--- config.mk ---
export PLATFORM = sky130hd
export DESIGN_NAME = serial_add_arbiter
export DESIGN_NICKNAME = d
export VERILOG_FILES = /design/src/rtl/serial_add_pkg.sv /design/src/rtl/serial_adder_core.sv /design/src/rtl/serial_add_arbiter.sv
export SDC_FILE = /design/constraint.sdc
export NUM_CORES = 1
export LEC_CHECK = 0
export CAP_MARGIN = 20
export CORE_UTILIZATION = 42
export CTS_CLUSTER_SIZE = 14
export DETAILED_ROUTE_END_ITERATION = 10
export PLACE_DENSITY_LB_ADDON = 0.3
export SETUP_SLACK_MARGIN = 0.02
export SLEW_MARGIN = 20
export SYNTH_ARGS = -nofsm -noshare
export SYNTH_HDL_FRONTEND = slang
export SYNTH_SLANG_ARGS = --single-unit
--- constraint.sdc ---
create_clock -name clk -period 2.06 [get_ports clk]
set_clock_uncertainty 0.15 [all_clocks]
set_input_delay 0.515 -clock clk [delete_from_list [all_inputs] [get_ports clk]]
set_output_delay 0.515 -clock clk [all_outputs]
set_load 0.005 [all_outputs]
--- src/rtl/serial_add_pkg.sv ---
// Shared types and defaults for the round-robin serial-add controller.
package serial_add_pkg;

  localparam int SA_WIDTH = 8;

  typedef enum logic [1:0] {
    IDLE,
    RUN,
    DONE
  } sa_state_t;

endpackage

--- src/rtl/serial_adder_core.sv ---
// One-bit full adder with a registered carry; clr wins over en.
module serial_adder_core (
  input  logic clk,
  input  logic reset,
  input  logic clr,
  input  logic en,
  input  logic x,
  input  logic y,
  output logic s,
  output logic c_next,
  output logic c_q
);

  assign s      = x ^ y ^ c_q;
  assign c_next = (x & y) | (x & c_q) | (y & c_q);

  always_ff @(posedge clk) begin
    if (reset) begin
      c_q <= 1'b0;
    end else if (clr) begin
      c_q <= 1'b0;
    end else if (en) begin
      c_q <= c_next;
    end
  end

endmodule

--- src/rtl/serial_add_arbiter.sv ---
// Round-robin arbiter that owns the shared serial adder and streams the
// granted operand pair through it LSB-first, returning sum and carry-out.
module serial_add_arbiter
  import serial_add_pkg::*;
#(
  parameter int N = SA_WIDTH
) (
  input  logic         clk,
  input  logic         reset,
  input  logic [1:0]   req,
  input  logic [N-1:0] a0,
  input  logic [N-1:0] b0,
  input  logic [N-1:0] a1,
  input  logic [N-1:0] b1,
  output logic [1:0]   ack,
  output logic         busy,
  output logic         done,
  output logic         done_id,
  output logic [N-1:0] sum,
  output logic         cout
);

  localparam int CW = $clog2(N);
  localparam logic [CW-1:0] CNT_LAST = CW'(N - 1);

  sa_state_t      state_q, state_d;
  logic           last_q, last_d;
  logic [CW-1:0]  cnt_q, cnt_d;
  logic [N-1:0]   a_q, a_d;
  logic [N-1:0]   b_q, b_d;
  logic [N-1:0]   s_q, s_d;
  logic           cout_q, cout_d;
  logic [1:0]     ack_q, ack_d;

  logic winner;
  logic adderClr, adderEn;
  logic sBit, cNext;
  logic unused_carry;

  serial_adder_core u_core (
    .clk    (clk),
    .reset  (reset),
    .clr    (adderClr),
    .en     (adderEn),
    .x      (a_q[0]),
    .y      (b_q[0]),
    .s      (sBit),
    .c_next (cNext),
    .c_q    (unused_carry)
  );

  // On a tie the requester that was not served last wins.
  assign winner = (req == 2'b11) ? ~last_q : req[1];

  always_comb begin
    state_d  = state_q;
    last_d   = last_q;
    cnt_d    = cnt_q;
    a_d      = a_q;
    b_d      = b_q;
    s_d      = s_q;
    cout_d   = cout_q;
    ack_d    = 2'b00;
    adderClr = 1'b0;
    adderEn  = 1'b0;
    case (state_q)
      IDLE: begin
        if (req != 2'b00) begin
          adderClr = 1'b1;
          a_d      = winner ? a1 : a0;
          b_d      = winner ? b1 : b0;
          cnt_d    = '0;
          last_d   = winner;
          ack_d    = winner ? 2'b10 : 2'b01;
          state_d  = RUN;
        end
      end
      RUN: begin
        adderEn = 1'b1;
        s_d     = {sBit, s_q[N-1:1]};
        a_d     = a_q >> 1;
        b_d     = b_q >> 1;
        cnt_d   = cnt_q + 1'b1;
        if (cnt_q == CNT_LAST) begin
          cout_d  = cNext;
          state_d = DONE;
        end
      end
      DONE: begin
        state_d = IDLE;
      end
      default: begin
        state_d = IDLE;
      end
    endcase
  end

  always_ff @(posedge clk) begin
    if (reset) begin
      state_q <= IDLE;
      last_q  <= 1'b1;
      cnt_q   <= '0;
      a_q     <= '0;
      b_q     <= '0;
      s_q     <= '0;
      cout_q  <= 1'b0;
      ack_q   <= 2'b00;
    end else begin
      state_q <= state_d;
      last_q  <= last_d;
      cnt_q   <= cnt_d;
      a_q     <= a_d;
      b_q     <= b_d;
      s_q     <= s_d;
      cout_q  <= cout_d;
      ack_q   <= ack_d;
    end
  end

  assign ack     = ack_q;
  assign busy    = (state_q != IDLE);
  assign done    = (state_q == DONE);
  assign done_id = last_q;
  assign sum     = s_q;
  assign cout    = cout_q;

endmodule

# Word-level counts from Yosys, hierarchy flattened
# Cells that the tools add are included.
word_totals:
  memories: 0
  input_bits: 36
  regBits: 34
  elab_cells: 52
  latch_bits: 0
  out_inout_bits: 14
  romBits: 0
  ram_bits: 0
op_classes:
  shifts: 0
  n_lt_le_gt_ge: 0
  n_reduce_logical: 10
  div_mod_pow: 0
  bitwise: 10
  eq_ne: 6
  mux: 16
  multipliers: 0
  addsub: 1
op_table:
  columns: ["operator", "count"]
  rows:
  - ["8-bit two-way mux", 4]
  - ["8-bit one-hot mux with 2 select lines", 2]
  - ["2-bit AND reduction", 4]
  - ["2-bit two-way mux", 3]
  - ["3-bit one-hot mux with 2 select lines", 1]
  - ["2-bit nonzero test", 3]
  - ["2-bit == test, second input constant", 2]
  - ["1-bit two-way mux", 4]
  - ["2-bit != test, second input constant", 2]
  - ["2-bit one-hot mux with 2 select lines", 1]
  - ["3-bit by 1-bit adder with 3-bit output, second input constant", 1]
  - ["1-bit AND", 3]
  - ["3-bit == test, second input constant", 1]
  - ["3-bit two-way mux", 1]
  - ["1-bit NOT", 3]
  - ["3-bit OR reduction", 1]
  - ["2-bit by 1-bit == test with 1-bit output, second input constant", 1]
  - ["2-bit logical NOT", 1]
  - ["1-bit OR", 2]
  - ["2-bit OR reduction", 1]
  - ["1-bit bitwise XOR", 2]

# Longest topological paths before layout
# Gate-level depths: netlist of run 1.
depth:
  ltp_word: 5
  ltp_mapped: 6
  mapped_depth_nobuf: 5

# Cells and area by module
# From an unflattened synthesis of run 1, not the netlist that was laid out.
hier_totals:
  hier_cells: 187
  hier_area_um2: 1746.7
by_module_without_submodules:
  columns: ["module", "cells_per_inst", "seq_area_each_um2", "instances", "area_per_inst_um2"]
  rows:
  - ["serial_add_arbiter", 183, 660.6, 1, 1686.6]
  - ["serial_adder_core", 4, 20.0, 1, 60.1]

# Worst setup path after synthesis of run 1
# No wires, ideal clock.
synth_path:
  kind: "input port to flip-flop"
  startpoint: "input req[1]"
  endpoint: "register b_q[0]"
  arrival_ns: 1.469
  required_time_ns: 1.774
  setup_ns: 0.136
  stages: 5
  path_slack_ns: 0.306
  path_buffers: 2
  path_cell_list: "a21boi_1 buf_2 buf_2 mux2i_1 o22ai_2"
synth_between:
  elab_chain_cells: 5
  word_cells_on_any_way: 8
  cone_classes: "eq/ne: 2; mux: 4; reduce/logical: 2"
synth_rtl:
  columns: ["item", "line_no", "rtl"]
  rows:
  - ["start: declaration", "serial_add_arbiter.sv:10", "input logic [1:0] req,"]
  - ["2-bit == test", "serial_add_arbiter.sv:53", "assign winner = (req == 2'b11) ? ~last_q : req[1];"]
  - ["1-bit two-way mux", "serial_add_arbiter.sv:53", null]
  - ["8-bit two-way mux", "serial_add_arbiter.sv:71", "b_d = winner ? b1 : b0;"]
  - ["8-bit two-way mux", "serial_add_arbiter.sv:68", "if (req != 2'b00) begin"]
  - ["8-bit one-hot mux with 2 select lines", "serial_add_arbiter.sv:66", "case (state_q)"]
  - ["end signal: assignment", "serial_add_arbiter.sv:104", "b_q <= '0;"]
  - ["end signal: assignment", "serial_add_arbiter.sv:113", "b_q <= b_d;"]
  - ["end: declaration", "serial_add_arbiter.sv:30", "logic [N-1:0] b_q, b_d;"]
# Parallel ways exist; a longest one is shown, timed or not. The select of a mux whose other input is x is not followed.
# A chain may end at the register's enable or synchronous reset.

# Worst setup path after layout of run 1
layout_path:
  startpoint: "register state_q[1]"
  endpoint: "output done"
layout_between:
  elab_chain_cells: 1
layout_rtl:
  columns: ["item", "line_no", "rtl"]
  rows:
  - ["start: declaration", "serial_add_arbiter.sv:26", "sa_state_t state_q, state_d;"]
  - ["start signal: assignment", "serial_add_arbiter.sv:109", "state_q <= state_d;"]
  - ["2-bit == test", "serial_add_arbiter.sv:122", "assign done = (state_q == DONE);"]
  - ["end: declaration", "serial_add_arbiter.sv:17", "output logic done,"]
# No other way between the ends.

==> results by group, run 1 <==
Setup path
  – Reg2reg start: state_q[0]$_SDFFE_PP0P_
  – R2r worst-path depth: 5
  – Nature of the critical path endpoint: primary output
  – Reg2Reg Setup Slack: approximately 0.37 ns
  – Worst setup path category: flop to primary output
  – CP Data Required Time: between 1 and 1.5 ns
  – WP data arrival: between 1 and 1.5 ns
  – CP Launch Type: flop
  – Worst-path fanout max: 4
  – Setup crit start: state_q[1]$_SDFFE_PP0P_

Drt
  – Post-route ant nets: 0
  – DRC violations left: 0
  – Total vias in the final route: approximately 1.5k
  – Via density: slightly above 5
  – 1st-iter DRT viols: 70
  – Pre-antenna DRT Iters: 6
  – Wirelength, routed: 3600 microns
  – DR WL/cell: roughly 12 microns

Global route
  – M2 GR Usage: 0.302
  – M1 GR Usage: 0.207
  – Largest net degree at the start of global routing: 32
  – GR Util met3: 0.0616
  – Vias in the first global route: ~1.3k
  – Total track usage: 0.180
  – Congestion Overflow GR: 0
  – First-pass GRT wire length: 5820 microns
  – Initial antenna violation count: 0
  – Busiest grt layer: met2

Worst hold path
  – Min-Delay Path Depth: 2
  – Hold path start: sum[0]$_SDFFE_PP0P_
  – Hold Crit Class: flop to flop

Die
  – Die extent in x: about 66 microns
  – Row cnt: 23
  – Io pins: 50
  – Core area: about 4000 sq um
  – Starting Density: 0.436
  – Die extent in y: 66.5 microns
  – Die area: 4420 sq um

Finish
  – Share of layout cells above drive strength 1: 0.141
  – Final Util: 0.614
  – Synth-to-layout area growth: 40.7%
  – Area of the multi-input gates: around 970 sq um
  – Fillers: 352
  – Nets: approximately 280
  – Register Area: slightly below 700 sq um
  – Antenna Cells: 0

Timing
  – Pins Over Slew Limit: 0
  – Final setup vio count: 0
  – Worst slew margin relative to its limit: 0.700
  – Min cycle time layout: around 2.0 ns
  – Top achievable clock speed: a little over 500 MHz
  – Worst Max-Slew Pin Slew: 0.450 ns
  – RSZ-0062 raised after global routing: false
  – Fin crit share: 0.949
  – Worst setup margin: 0.105 ns
  – Hold Vio Cnt, Final: 0

Clock network
  – Clock Tree Root: clkbuf_8
  – CTS tree: built
  – CTS Sinks: 34
  – Hold_buf cts: 0
  – TritonCTS Buffers: 5
  – CTS H-tree depth: 2
  – Setup bufs post-CTS: 0
  – Worst skew pair latency: slightly below 0.3 ns
  – Clock transition at path regs: 0.07 ns
  – CTS Buffer Depth: 2

Synth
  – Synth Flop Type: dfxtp_1
  – Number of synthesized flops with an enable pin: 0
  – Cell Area, Synth: 1750 sq um
  – Yosys reg bits: 34
  – Area leader, netlist: dfxtp_1
  – Yosys top cell area share: 0.390
  – Top-count cell post-synth: dfxtp_1
  – Mapped Avg Cell Area: 9.28 sq um
  – Most area-consuming cells after synthesis: dfxtp_1 39%, mux2i_1 9.2%, and3b_1 7.0%
  – Syn nets: 227
  – Register area share after synthesis: 0.390
  – Mapped Cells: 188
  – Post-synth ARST share: 0
  – Yosys warns: 0
  – Synth top cells by count: 34 x dfxtp_1, 21 x nand2_1, 16 x mux2i_1
  – Synth unique cells: 31

Power
  – Sw power: roughly 0.00038 W
  – Tot Pwr: 0.00151 W
  – Leakage Power: 0.965 nW
  – Clock power frac: 0.334
  – Peak supply drop: roughly 0.41 mV
  – Sequential share of power: 0.479
  – Power Internal: 0.00113 W
  – PwrDens: a little over 600 nW/um^2
  – Switching Share: 0.251
  – Combinational power share: 0.188

Place
  – RePlAce Congestion: roughly 0.7
  – Post-Place Worst Slack: -0.0243 ns
  – HPWL Detailed: between 2000 and 2500 microns
  – Port-buffer cells: 49

Outcome
  – Status: complete, no violations

Job
  – Max cap viols: 0
-- metrics by stage --
stage          hold WS, ns   TNS, ns  cell area [sq um]  std cells
6_report             0.313         0               2460        291
5_1_grt              0.339         0               2460        291
4_1_cts              0.322         0               2450        291
3_5_place_dp         0.311    -0.153               2350        283
3_3_place_gp         0.294  -0.00366               2350        283
2_1_floorplan        0.299         0               1750        188
-- final timing paths --
check,end
worst min-delay path,sum[0]$_SDFFE_PP0P_
worst min register to register,sum[0]$_SDFFE_PP0P_
worst max register to register,a_q[2]$_SDFFE_PP0P_
worst max-delay path,done
-- metal layers --
layer,part of all wire,wire (microns)
met5,0,0
met4,0.014,50
met3,0.036,129
met2,0.50,1790
met1,0.45,1630
-- layout make-up --
type	count	share of cell area
clock inverters	1	0.00204
inverters	4	0.00611
multi-input cells	134	0.394
flip-flops and latches	34	0.279
repair buffers	61	0.258
well taps	50	0.0255
clock buffers	7	0.0352
-- cells in the final DEF (no fill, tap or decap), types with 2 or more instances in the layout --
master and count:
nand2b_1 2, and2_1 14, dfxtp_1 32, mux2i_1 16, a211oi_1 14, o211ai_1 2, o32ai_1 2, buf_12 4
o22ai_2 8, and3b_1 14, ha_1 2, clkdlybuf4s50_1 48, clkbuf_8 6, a21oi_1 13, o22ai_1 6, buf_4 8
o21ai_0 2, nand2_1 21, nor2_2 2, inv_1 4, nor2_1 4
-- cells by family after synthesis --
family / share of synthesized area
compound gates: 0.218
fa+ha+maj: 0.0258
buf+inv: 0.0588
flops: 0.390
mux: 0.0918
simple gates: 0.216
-- critical path: stages (launching register included) --
cell and delay, ns:
dfxtp_2 0.35, nor2b_2 0.15, clkdlybuf4s50_1 0.51
-- power groups by stage --
stage / clock (W) / combinational [W] / sequential [W]
detailed placement: 0 / 0.000287 / 0.000738
CTS: 0.000515 / 0.000288 / 0.000724
floorplan: 0 / 0.000156 / 0.000730
global route: 0.000548 / 0.000312 / 0.000728
finish: 0.000504 / 0.000284 / 0.000724
global placement: 0 / 0.000284 / 0.000737
-- timing repair --
action	in CTS	in global routing
setup endpoints to repair	2	2
gates resized for setup	2	3
endpoints found under the hold margin	0	0
-- registers in the layout, indices dropped and copies added (netlist names) --
register	cells
b_q	8
ack	2
done_id	1
u_core.c_q	1
sum	8
state_q	2
cout	1
a_q	8
cnt_q	3
Note: power is estimated with default switching activity, not from simulation.
==> inputs of run 2 (changes only) <==
--- a/config.mk
+++ b/config.mk
@@ -5,10 +5,12 @@
 export SDC_FILE = /design/constraint.sdc
 export NUM_CORES = 1
 export LEC_CHECK = 0
+export ABC_CLOCK_PERIOD_IN_PS = 2060
 export CAP_MARGIN = 20
 export CORE_UTILIZATION = 42
 export CTS_CLUSTER_SIZE = 14
 export DETAILED_ROUTE_END_ITERATION = 10
+export HOLD_SLACK_MARGIN = 0.15
 export PLACE_DENSITY_LB_ADDON = 0.3
 export SETUP_SLACK_MARGIN = 0.02
 export SLEW_MARGIN = 20
==> results of run 2 <==
No change in the layout: final DEF, timing and power equal those of run 1.
